--- config.mk ---
export PLATFORM = sky130hd
export DESIGN_NAME = net_domain_link_buffer_flat
export DESIGN_NICKNAME = d
export VERILOG_FILES = /design/src/rtl/net_domain_link_buffer_pkg.sv /design/src/rtl/net_domain_link_buffer_if.sv /design/src/rtl/net_domain_link_buffer_fifo.sv /design/src/rtl/net_domain_link_buffer.sv /design/src/flat_wrapper.sv
export SDC_FILE = /design/constraint.sdc
export NUM_CORES = 1
export LEC_CHECK = 0
export BUFFER_PORTS_ARGS = -buffer_cell sky130_fd_sc_hd__buf_2
export CORE_MARGIN = 4
export CORE_UTILIZATION = 40
export DETAILED_ROUTE_END_ITERATION = 7
export PLACE_DENSITY_LB_ADDON = 0.05
export SLEW_MARGIN = 20
export SYNTH_ARGS = -nofsm -noshare
export SYNTH_HDL_FRONTEND = slang
export SYNTH_SLANG_ARGS = --single-unit
--- constraint.sdc ---
create_clock -name clk -period 2.6 [get_ports clk]
set_input_delay 0.39 -clock clk [delete_from_list [all_inputs] [get_ports clk]]
set_output_delay 0.39 -clock clk [all_outputs]
set_load 0.01 [all_outputs]
--- src/rtl/net_domain_link_buffer_pkg.sv ---
// Shared constants, domain state encoding and sizing helper for the
// per-domain inter-router link buffer.
package net_domain_link_buffer_pkg;

    // Control message = srcdest + opaque + control payload, treated as opaque here
    localparam int c_vc_net_msg_nbits = 44;
    localparam int c_domain_nbits     = 1;

    typedef enum logic [1:0] {
        DOM_EMPTY   = 2'd0,
        DOM_PARTIAL = 2'd1,
        DOM_FULL    = 2'd2
    } dom_state_e;

    function automatic int clog2(input int value);
        int result;
        result = 0;
        for (int i = 0; i < 31; i++) begin
            if ((32'sd1 <<< i) < value) begin
                result = i + 1;
            end
        end
        return result;
    endfunction

endpackage

--- src/rtl/net_domain_link_buffer_if.sv ---
// Link-side bundle: one upstream flit port and the per-domain downstream ports.
interface net_domain_link_buffer_if
    import net_domain_link_buffer_pkg::*;
#(
    parameter int p_msg_cnbits   = c_vc_net_msg_nbits,
    parameter int p_msg_dnbits   = 32,
    parameter int p_num_domains  = 2,
    parameter int p_domain_nbits = c_domain_nbits
) ();

    logic                                  in_val;
    logic                                  in_rdy;
    logic [p_domain_nbits-1:0]             in_domain;
    logic [p_msg_cnbits-1:0]               in_msg_control;
    logic [p_msg_dnbits-1:0]               in_msg_data;
    logic [p_num_domains-1:0]              out_val;
    logic [p_num_domains-1:0]              out_rdy;
    logic [p_num_domains*p_msg_cnbits-1:0] out_msg_control;
    logic [p_num_domains*p_msg_dnbits-1:0] out_msg_data;

    modport master (
        output in_val, in_domain, in_msg_control, in_msg_data, out_rdy,
        input  in_rdy, out_val, out_msg_control, out_msg_data
    );

    modport slave (
        input  in_val, in_domain, in_msg_control, in_msg_data, out_rdy,
        output in_rdy, out_val, out_msg_control, out_msg_data
    );

endinterface

--- src/rtl/net_domain_link_buffer_fifo.sv ---
// Single-domain FIFO: synchronous flush that scrubs storage, zero output when
// empty, occupancy count, and a count-derived EMPTY/PARTIAL/FULL state.
module net_domain_fifo
    import net_domain_link_buffer_pkg::*;
#(
    parameter int p_cnbits = c_vc_net_msg_nbits,
    parameter int p_dnbits = 32,
    parameter int p_depth  = 2,
    localparam int c_ptr_nbits = clog2(p_depth),
    localparam int c_cnt_nbits = c_ptr_nbits + 1
) (
    input  logic                   clk,
    input  logic                   reset,
    input  logic                   enq_val,
    input  logic [p_cnbits-1:0]    enq_control,
    input  logic [p_dnbits-1:0]    enq_data,
    output logic                   full,
    output logic                   deq_val,
    input  logic                   deq_rdy,
    output logic [p_cnbits-1:0]    deq_control,
    output logic [p_dnbits-1:0]    deq_data,
    input  logic                   flush,
    output logic [c_cnt_nbits-1:0] count
);

    localparam logic [c_cnt_nbits-1:0] c_cnt_one  = c_cnt_nbits'(1);
    localparam logic [c_cnt_nbits-1:0] c_cnt_full = c_cnt_nbits'(p_depth);
    localparam logic [c_ptr_nbits-1:0] c_ptr_one  = c_ptr_nbits'(1);

    logic [p_cnbits-1:0]    ctrl_mem_r [p_depth];
    logic [p_dnbits-1:0]    data_mem_r [p_depth];
    logic [c_ptr_nbits-1:0] wr_ptr_r;
    logic [c_ptr_nbits-1:0] rd_ptr_r;
    logic [c_cnt_nbits-1:0] count_r;
    dom_state_e             state_s;
    logic                   full_s;
    logic                   empty_s;
    logic                   enq_fire_s;
    logic                   deq_fire_s;

    // Domain state is a pure function of the occupancy register
    always_comb begin
        state_s = DOM_EMPTY;
        if (count_r == {c_cnt_nbits{1'b0}}) begin
            state_s = DOM_EMPTY;
        end else if (count_r == c_cnt_full) begin
            state_s = DOM_FULL;
        end else begin
            state_s = DOM_PARTIAL;
        end
    end

    // Flags; an unknown state refuses both input and output
    always_comb begin
        full_s  = 1'b1;
        empty_s = 1'b1;
        case (state_s)
            DOM_EMPTY:   begin full_s = 1'b0; empty_s = 1'b1; end
            DOM_PARTIAL: begin full_s = 1'b0; empty_s = 1'b0; end
            DOM_FULL:    begin full_s = 1'b1; empty_s = 1'b0; end
            default:     begin full_s = 1'b1; empty_s = 1'b1; end
        endcase
    end

    assign enq_fire_s = enq_val & ~full_s & ~flush;
    assign deq_fire_s = ~empty_s & deq_rdy;

    // Storage, pointers and count; flush wins over any same-cycle traffic
    always_ff @(posedge clk or negedge reset) begin
        if (!reset) begin
            wr_ptr_r <= {c_ptr_nbits{1'b0}};
            rd_ptr_r <= {c_ptr_nbits{1'b0}};
            count_r  <= {c_cnt_nbits{1'b0}};
            for (int i = 0; i < p_depth; i++) begin
                ctrl_mem_r[i] <= {p_cnbits{1'b0}};
                data_mem_r[i] <= {p_dnbits{1'b0}};
            end
        end else if (flush) begin
            wr_ptr_r <= {c_ptr_nbits{1'b0}};
            rd_ptr_r <= {c_ptr_nbits{1'b0}};
            count_r  <= {c_cnt_nbits{1'b0}};
            for (int i = 0; i < p_depth; i++) begin
                ctrl_mem_r[i] <= {p_cnbits{1'b0}};
                data_mem_r[i] <= {p_dnbits{1'b0}};
            end
        end else begin
            if (enq_fire_s) begin
                ctrl_mem_r[wr_ptr_r] <= enq_control;
                data_mem_r[wr_ptr_r] <= enq_data;
                wr_ptr_r             <= wr_ptr_r + c_ptr_one;
            end
            if (deq_fire_s) begin
                rd_ptr_r <= rd_ptr_r + c_ptr_one;
            end
            case ({enq_fire_s, deq_fire_s})
                2'b10:   count_r <= count_r + c_cnt_one;
                2'b01:   count_r <= count_r - c_cnt_one;
                default: count_r <= count_r;
            endcase
        end
    end

    assign full        = full_s;
    assign deq_val     = ~empty_s;
    assign deq_control = empty_s ? {p_cnbits{1'b0}} : ctrl_mem_r[rd_ptr_r];
    assign deq_data    = empty_s ? {p_dnbits{1'b0}} : data_mem_r[rd_ptr_r];
    assign count       = count_r;

endmodule

--- src/rtl/net_domain_link_buffer.sv ---
// Steers flits from one inter-router link into isolated per-domain FIFOs and
// drops flits whose domain tag is out of range.
module net_domain_link_buffer
    import net_domain_link_buffer_pkg::*;
#(
    parameter int p_msg_cnbits   = c_vc_net_msg_nbits,
    parameter int p_msg_dnbits   = 32,
    parameter int p_num_domains  = 2,
    parameter int p_domain_nbits = c_domain_nbits,
    parameter int p_depth        = 2,
    localparam int c_cnt_nbits   = clog2(p_depth) + 1
) (
    input  logic                                 clk,
    input  logic                                 reset,
    net_domain_link_buffer_if.slave              link,
    input  logic [p_num_domains-1:0]             flush,
    output logic [p_num_domains*c_cnt_nbits-1:0] occupancy,
    output logic                                 err_drop
);

    localparam logic [p_domain_nbits:0] c_num_dom_tag = (p_domain_nbits + 1)'(p_num_domains);

    logic                                  tag_valid_s;
    logic [p_num_domains-1:0]              accept_s;
    logic [p_num_domains-1:0]              full_s;
    logic [p_num_domains-1:0]              out_val_s;
    logic [p_num_domains*p_msg_cnbits-1:0] out_control_s;
    logic [p_num_domains*p_msg_dnbits-1:0] out_data_s;
    logic                                  err_drop_r;

    assign tag_valid_s = ({1'b0, link.in_domain} < c_num_dom_tag);

    for (genvar k = 0; k < p_num_domains; k++) begin : g_dom
        localparam logic [p_domain_nbits-1:0] c_tag = p_domain_nbits'(k);

        // Ready per domain ignores out_rdy so no combinational path crosses the block
        assign accept_s[k] = (link.in_domain == c_tag) & ~full_s[k] & ~flush[k];

        net_domain_fifo #(
            .p_cnbits (p_msg_cnbits),
            .p_dnbits (p_msg_dnbits),
            .p_depth  (p_depth)
        ) u_fifo (
            .clk         (clk),
            .reset       (reset),
            .enq_val     (link.in_val & accept_s[k]),
            .enq_control (link.in_msg_control),
            .enq_data    (link.in_msg_data),
            .full        (full_s[k]),
            .deq_val     (out_val_s[k]),
            .deq_rdy     (link.out_rdy[k]),
            .deq_control (out_control_s[k*p_msg_cnbits +: p_msg_cnbits]),
            .deq_data    (out_data_s[k*p_msg_dnbits +: p_msg_dnbits]),
            .flush       (flush[k]),
            .count       (occupancy[k*c_cnt_nbits +: c_cnt_nbits])
        );
    end

    // Out-of-range tags are always taken and reported one cycle later
    always_ff @(posedge clk or negedge reset) begin
        if (!reset) begin
            err_drop_r <= 1'b0;
        end else begin
            err_drop_r <= link.in_val & ~tag_valid_s;
        end
    end

    assign link.in_rdy          = reset & (~tag_valid_s | (|accept_s));
    assign link.out_val         = out_val_s;
    assign link.out_msg_control = out_control_s;
    assign link.out_msg_data    = out_data_s;
    assign err_drop             = err_drop_r;

endmodule
--- src/flat_wrapper.sv ---
// flat-port wrapper written by rule: the top's interface ports become plain ports
module net_domain_link_buffer_flat import net_domain_link_buffer_pkg::*;
#(
    parameter int p_msg_cnbits   = c_vc_net_msg_nbits,
    parameter int p_msg_dnbits   = 32,
    parameter int p_num_domains  = 2,
    parameter int p_domain_nbits = c_domain_nbits,
    parameter int p_depth        = 2,
    localparam int c_cnt_nbits   = clog2(p_depth) + 1
)
  (clk, reset, flush, occupancy, err_drop, link_in_val, link_in_domain, link_in_msg_control, link_in_msg_data, link_out_rdy, link_in_rdy, link_out_val, link_out_msg_control, link_out_msg_data);
  net_domain_link_buffer_if #(.p_msg_cnbits(p_msg_cnbits), .p_msg_dnbits(p_msg_dnbits), .p_num_domains(p_num_domains), .p_domain_nbits(p_domain_nbits)) link_i ();
  input  logic clk;
  input  logic reset;
  input  logic [p_num_domains-1:0] flush;
  output logic [p_num_domains*c_cnt_nbits-1:0] occupancy;
  output logic err_drop;
  input wire logic [$bits(link_i.in_val)-1:0] link_in_val;
  input wire logic [$bits(link_i.in_domain)-1:0] link_in_domain;
  input wire logic [$bits(link_i.in_msg_control)-1:0] link_in_msg_control;
  input wire logic [$bits(link_i.in_msg_data)-1:0] link_in_msg_data;
  input wire logic [$bits(link_i.out_rdy)-1:0] link_out_rdy;
  output wire logic [$bits(link_i.in_rdy)-1:0] link_in_rdy;
  output wire logic [$bits(link_i.out_val)-1:0] link_out_val;
  output wire logic [$bits(link_i.out_msg_control)-1:0] link_out_msg_control;
  output wire logic [$bits(link_i.out_msg_data)-1:0] link_out_msg_data;
  assign link_i.in_val = link_in_val;
  assign link_i.in_domain = link_in_domain;
  assign link_i.in_msg_control = link_in_msg_control;
  assign link_i.in_msg_data = link_in_msg_data;
  assign link_i.out_rdy = link_out_rdy;
  assign link_in_rdy = link_i.in_rdy;
  assign link_out_val = link_i.out_val;
  assign link_out_msg_control = link_i.out_msg_control;
  assign link_out_msg_data = link_i.out_msg_data;
  net_domain_link_buffer #(.p_msg_cnbits(p_msg_cnbits), .p_msg_dnbits(p_msg_dnbits), .p_num_domains(p_num_domains), .p_domain_nbits(p_domain_nbits), .p_depth(p_depth)) u_core (.clk(clk), .reset(reset), .link(link_i), .flush(flush), .occupancy(occupancy), .err_drop(err_drop));
endmodule
==> key figures, run 1 <==
Floorplanning
  – Die height: 191.8 microns
  – Initial cell density of the core: 0.4041
  – Cell Rows: 67
  – Core area: 0.03345 sq mm
  – Die Wd: about 190 microns
  – Io pins: 244
  – Die ar.: 0.03680 sq mm

Synthesis
  – Compound-cell area share of the yosys netlist: 0.2072
  – Area leader, netlist: dfrtp_1
  – Post-Syn Instances: around 1100
  – Multiplexer area fraction after synthesis: 0.1126
  – Syn avg cell area: approximately 13 sq um
  – Main flop type after synthesis: dfrtp_1
  – Synthesized net count: approximately 1200
  – Yosys warns: 0
  – Unique masters post-synth: 36
  – Simple logic cell fraction of the synthesized area: 0.05766
  – Synth Area in Adders: 0
  – Sequential share of the synthesized area: 0.5776
  – Synth top area share: 0.5776
  – Post-synth ARST share: 1.000
  – Largest family of logic cells by synthesized area: compound AO/OA/AOI/OAI gates
  – Synth top area cells: dfrtp_1 58%, a22o_1 20%, mux2i_1 11%
  – Number of flops mapped to enable cells by yosys: 0
  – Cell Area, Synth: 0.01352 sq mm
  – FF+latch count, synth: 312
  – XOR/XNOR Fraction of Synth Area: 0.001296

Placement
  – HPWL after DPL: between 20000 and 25000 microns
  – PortBufs: around 240
  – Worst slack, placed: just under 700 ps
  – Gpl congestion: roughly 0.76
  – DP Area: roughly 0.015 sq mm

STA
  – Setup tns final: 0 ps
  – Clk_skew: approximately 13 ps
  – Crit share post-route: 0.9237
  – Least-Margin Pin Slew: 750.1 ps
  – Rel. slew slack: 0.4999
  – Slew Viols, Final: 0
  – Worst setup margin: 198.5 ps
  – Tmin final: roughly 2400 ps
  – Maximum clock rate: about 0.42 GHz
  – Final hold slack: -51.51 ps
  – RSZ-0062 raised after global routing: no
  – Final count of negative-setup-slack endpoints: 0
  – Fin. Hold Viols: 13

Finish
  – Most frequent cells in the layout: 310 x dfrtp_1, 304 x a22o_1, 241 x buf_2, 154 x nor2_1, 152 x mux2i_1
  – Nets: 1372
  – Area grow syn2layout: 21.03%
  – Layout cell share with drive strength beyond 1: 0.2616
  – Most common cell after layout, fill and taps aside: dfrtp_1
  – Final instance area: approximately 0.016 sq mm
  – # fillers: between 3000 and 4000

Hold path
  – Hold crit path type: in2async

CTS
  – Clock root buffer: clkbuf_16
  – TritonCTS clock tree: yes
  – Post_cts resized: 0
  – TritonCTS Sinks: approximately 310
  – Htree depth: 2
  – TritonCTS buffer count: 36
  – Post-CTS Setup Bufs: 0
  – Reg clk slew, reported paths: ~60 ps
  – Clk_lat worst skew: slightly above 500 ps
  – Clock Path Buffers: 3
  – Cts hold-fix bufs: 0

Routing
  – Via count: 10020
  – Final wirelength: between 40000 and 50000 microns
  – Final ANT Viol Nets: 0
  – First-pass DRT Iterations: 5
  – DRC: 0
  – Number of DRC markers in iteration 0: between 600 and 700
  – Drt wl/cell: ~23 microns
  – Post-DR vias/cell: about 5.7

Critical path
  – Startpoint types: flip-flop
  – CP required: 2210 ps
  – Crit Path Class: reg2out
  – Worst-path maximum fanout: 38
  – Worst setup EP type: output pin
  – Crit path DAT: about 2000 ps

GRT
  – Grt total ovfl: 0
  – Initial antenna violation count: 6
  – First-pass GRT wire length: roughly 64000 microns
  – Pin count of the biggest net entering global routing: between 100 and 150
  – Vias in the first global route: between 10000 and 15000
  – Total GRT Usage: 0.2193

Status
  – Failing checks: hold timing
  – Status: complete, but fails checks

Power and ir drop
  – Leak: slightly below 0.008 uW
  – Peak VDD IR: about 330 uV
  – Power Dens Cells: between 600 and 700 mW/mm^2

Job
  – Max-capacitance violation count: 0
-- worst max-delay path, stage by stage, from the launching register on --
cell,delay (ps)
dfrtp_4,630
buf_12,330
mux2i_1,270
nor2_1,70
buf_2,150
-- synth_stat cells, drive strengths merged (4+ instances only) --
cell type / n
a21oi: 4
a22o: 304
a31oi: 6
buf: 73
clkbuf: 30
dfrtp: 312
inv: 4
mux2i: 152
nor2: 156
nor4: 4
o21ai: 6
-- power by group --
part	switching [uW]	internal, uW	leakage, uW
Clock	1950	3020	0.000577
Sequential	117	5020	0.00429
Combinational	681	377	0.00295
-- state kept, by name, summed over array words and instances, names as in the netlist --
register                        cells
u_core.g_dom.u_fifo.ctrl_mem_r    176
u_core.g_dom.u_fifo.data_mem_r    128
u_core.g_dom.u_fifo.count           4
u_core.g_dom.u_fifo.rd_ptr_r        2
u_core.g_dom.u_fifo.wr_ptr_r        2
-- cell families after synthesis --
group / count (synthesis)
AOI/OAI and AO/OA: 324
DFF: 312
and+or+nand+nor: 181
muxes: 152
buffers and inverters: 107
xor gates and xnor gates: 2
other: 1
-- through the flow --
step | total power, uW | std cells | utilization
6_report | 11170 | 1763 | 0.4891
3_3_place_gp | 6293 | 1698 | 0.4542
2_1_floorplan | 5774 | 1079 | -
5_1_grt | 11600 | 1762 | 0.4891
3_5_place_dp | 6294 | 1698 | 0.4542
4_1_cts | 11300 | 1759 | 0.4888
-- final timing paths --
kind,slack (ps),to,cells past startpoint,from
worst max-delay path,200,link_out_msg_control[10],4,u_core.g_dom[0].u_fifo.rd_ptr_r
min in group clk,150,u_core.g_dom[0].u_fifo.data_mem_r[27],2,link_in_msg_data[27]
worst max register to register,730,u_core.g_dom[0].u_fifo.ctrl_mem_r[75],4,u_core.g_dom[0].u_fifo.count[0]
worst min register to register,500,u_core.g_dom[1].u_fifo.ctrl_mem_r[71],1,u_core.g_dom[1].u_fifo.ctrl_mem_r[71]
worst min-delay path,-50,u_core.g_dom[0].u_fifo.data_mem_r[0],2,reset
max in group asynchronous,1990,u_core.g_dom[0].u_fifo.data_mem_r[18],2,reset
-- routing by layer --
metal	GRT usage	share of wire	routed length (microns)
met1	0.3303	0.48	19230
met2	0.3294	0.45	18030
met3	0.04071	0.057	2290
met4	0.05304	0.020	812
met5	0	0.0012	47
-- area by class of cell --
class,count,area [sq um],area share
inverter,4,15.01,0.0009177
clock buffer,52,1062,0.06493
antenna,4,10.01,0.0006118
multi-input combinational,660,5204,0.3181
sequential,312,7815,0.4777
tap,448,560.5,0.03426
clock inverter,9,95.09,0.005812
timing repair buffer,274,1599,0.09774
Power figures use the tool's default switching activity.
==> run 2, diff against run 1 <==
--- a/config.mk
+++ b/config.mk
@@ -5,11 +5,11 @@
 export SDC_FILE = /design/constraint.sdc
 export NUM_CORES = 1
 export LEC_CHECK = 0
-export BUFFER_PORTS_ARGS = -buffer_cell sky130_fd_sc_hd__buf_2
 export CORE_MARGIN = 4
-export CORE_UTILIZATION = 40
+export CORE_UTILIZATION = 55
 export DETAILED_ROUTE_END_ITERATION = 7
-export PLACE_DENSITY_LB_ADDON = 0.05
+export DONT_BUFFER_PORTS = 1
+export PLACE_DENSITY = 0.74
 export SLEW_MARGIN = 20
 export SYNTH_ARGS = -nofsm -noshare
 export SYNTH_HDL_FRONTEND = slang
==> run 2 against run 1 <==
Against the previous run: the run still ends with hold timing left; fmax increased by 1.5%; largest cell class unchanged; first-iteration DRC count increased by 33%; combinational power decreased by 13%; setup slack improved by 35 ps; global-route usage increased by 3.6 points; critical path depth decreased by 1; hold slack got worse by 410 ps; die area decreased by 26%; design area decreased by 4.9%; register-to-register slack about the same; sequential power about the same; power decreased by 5.7%.
==> key figures, run 2 (synthesis results as in run 1) <==
Power and ir drop
  – Leak: roughly 0.0068 uW
  – Peak VDD IR: between 500 and 600 uV
  – Power Dens Cells: a little under 700 mW/mm^2

Finish
  – Antenna Cells: 0
  – Layout cell share with drive strength beyond 1: 0.07848
  – Most common cell after layout, fill and taps aside: dfrtp_1
  – Util after Layout: 0.6414
  – Area grow syn2layout: 15.05%
  – Max FFs per register: ~180
  – Nets: 1195
  – Most frequent cells in the layout: 310 x dfrtp_1, 304 x a22o_1, 154 x nor2_1, 152 x mux2i_1, 79 x dlygate4sd3_1
  – Top reg by flops: u_core.g_dom.u_fifo.ctrl_mem_r

CTS
  – TritonCTS buffer count: 31
  – Clock root buffer: clkbuf_16
  – Cts hold-fix bufs: 79
  – Reg clk slew, reported paths: about 60 ps
  – Clk_lat worst skew: roughly 550 ps
  – Post-CTS Setup Bufs: 0
  – TritonCTS Sinks: approximately 310
  – Htree depth: 1
  – TritonCTS clock tree: yes
  – Clock Path Buffers: 3

Critical path
  – RR Startpoint: u_core.g_dom[1].u_fifo.count[1]
  – CP required: roughly 2200 ps
  – Crit path DAT: approximately 2000 ps
  – Worst-path maximum fanout: 8
  – Worst setup EP type: output pin
  – CP startpoint: u_core.g_dom[1].u_fifo.count[1]
  – Cell depth of the worst flop-to-flop path: 4
  – Startpoint types: flip-flop
  – Crit Path Class: reg2out

Floorplanning
  – Die Wd: between 150 and 200 microns
  – Die height: approximately 160 microns
  – Initial cell density of the core: 0.5575
  – Die ar.: ~0.027 sq mm
  – Io pins: 244
  – Core area: 0.02425 sq mm
  – Cell Rows: 57

Routing
  – Met3 wire len: between 3000 and 4000 microns
  – Number of DRC markers in iteration 0: 840
  – DRC: 0
  – Drt wl/cell: between 20 and 25 microns
  – Final wirelength: around 35000 microns
  – First-pass DRT Iterations: 5
  – Met1 WL: around 15000 microns
  – Via count: between 9000 and 10000
  – Top Layer Used: met4
  – Met2 WL: 16240 microns
  – Final ANT Viol Nets: 0
  – Post-DR vias/cell: 6.485

GRT
  – Pin count of the biggest net entering global routing: approximately 310
  – First-pass GRT wire length: ~56000 microns
  – Vias in the first global route: 9670
  – Total GRT Usage: 0.2557
  – Initial antenna violation count: 0
  – Grt total ovfl: 0

STA
  – Setup tns final: 0 ps
  – Final count of negative-setup-slack endpoints: 0
  – Slew Viols, Final: 0
  – Rel. slew slack: 0.6539
  – Least-Margin Pin Slew: approximately 520 ps
  – Crit share post-route: 0.9100
  – Clk_skew: 9.848 ps
  – Tmin final: roughly 2400 ps
  – Fin. Hold Viols: 312
  – RSZ-0062 raised after global routing: no
  – Maximum clock rate: approximately 0.42 GHz
  – Final hold slack: -457.1 ps

Job
  – Max-capacitance violation count: 0

Placement
  – PortBufs: 0
  – HPWL after DPL: about 20000 microns
  – Gpl congestion: a little under 0.8

Hold path
  – Hold crit path type: in2async

Status
  – Status: complete, but fails checks
  – Failing checks: hold timing
-- run 2: cell types whose count changed in the layout (fill, tap and decap cells not counted), sizes merged --
cell	before	now
bufinv	2	4
clkinv	7	11
dlygate4sd3	0	79
diode	4	0
clkbuf	52	40
buf	274	23
clkinvlp	0	1
-- run 2: worst max-delay path: stages, from the launching register on --
cell and delay, ps:
dfrtp_1 550, nor2b_2 290, nor3b_1 320, o21a_1 270
-- run 2: timing repair --
action,CTS,global route
endpoints found under the setup margin,0,1
gates resized for setup,0,1
endpoints found under the hold margin,624,312
-- run 2: routing by layer --
metal / GRT usage / vias up
met5: 0 / -
met4: 0.05558 / 0
met3: 0.06414 / 43
met2: 0.3997 / 425
met1: 0.3666 / 4926
li1: - / 4061
-- run 2: stage by stage --
stage	hold WS (ps)	power, uW	cells	area, sq um	setup slack [ps]
after CTS	-490.7	10620	1458	15550	104.7
after global placement	101.6	5945	1323	13740	756.3
final	-457.1	10530	1458	15550	233.9
after global routing	-495.4	10910	1458	15550	153.3
after floorplan	94.41	5774	1079	13520	717.7
after detailed placement	102.0	5965	1323	13740	716.1
-- run 2: final timing paths --
| check | end | slack [ps] |
|---|---|---|
| max | link_in_rdy | 230 |
| min | u_core.g_dom[0].u_fifo.ctrl_mem_r[37] | -460 |
| max reg2reg | u_core.g_dom[1].u_fifo.ctrl_mem_r[9] | 720 |
| min reg2reg | u_core.g_dom[0].u_fifo.ctrl_mem_r[36] | 500 |
| max in group asynchronous | u_core.g_dom[0].u_fifo.rd_ptr_r | 2600 |
| min in group clk | u_core.g_dom[0].u_fifo.count[1] | 20 |
-- run 2: layout make-up --
| class | instances | area (sq um) |
|---|---|---|
| Fill cell | 1823 | 8696 |
| Sequential cell | 312 | 7815 |
| Multi-Input combinational cell | 660 | 5206 |
| Timing Repair Buffer | 102 | 1089 |
| Clock buffer | 40 | 839.6 |
| Tap cell | 324 | 405.4 |
| Clock inverter | 16 | 182.7 |
| Inverter | 4 | 15.01 |
-- run 2: power by group --
group | internal (uW) | switching [uW]
logic | 371 | 550
registers | 5020 | 109
clock network | 2660 | 1830
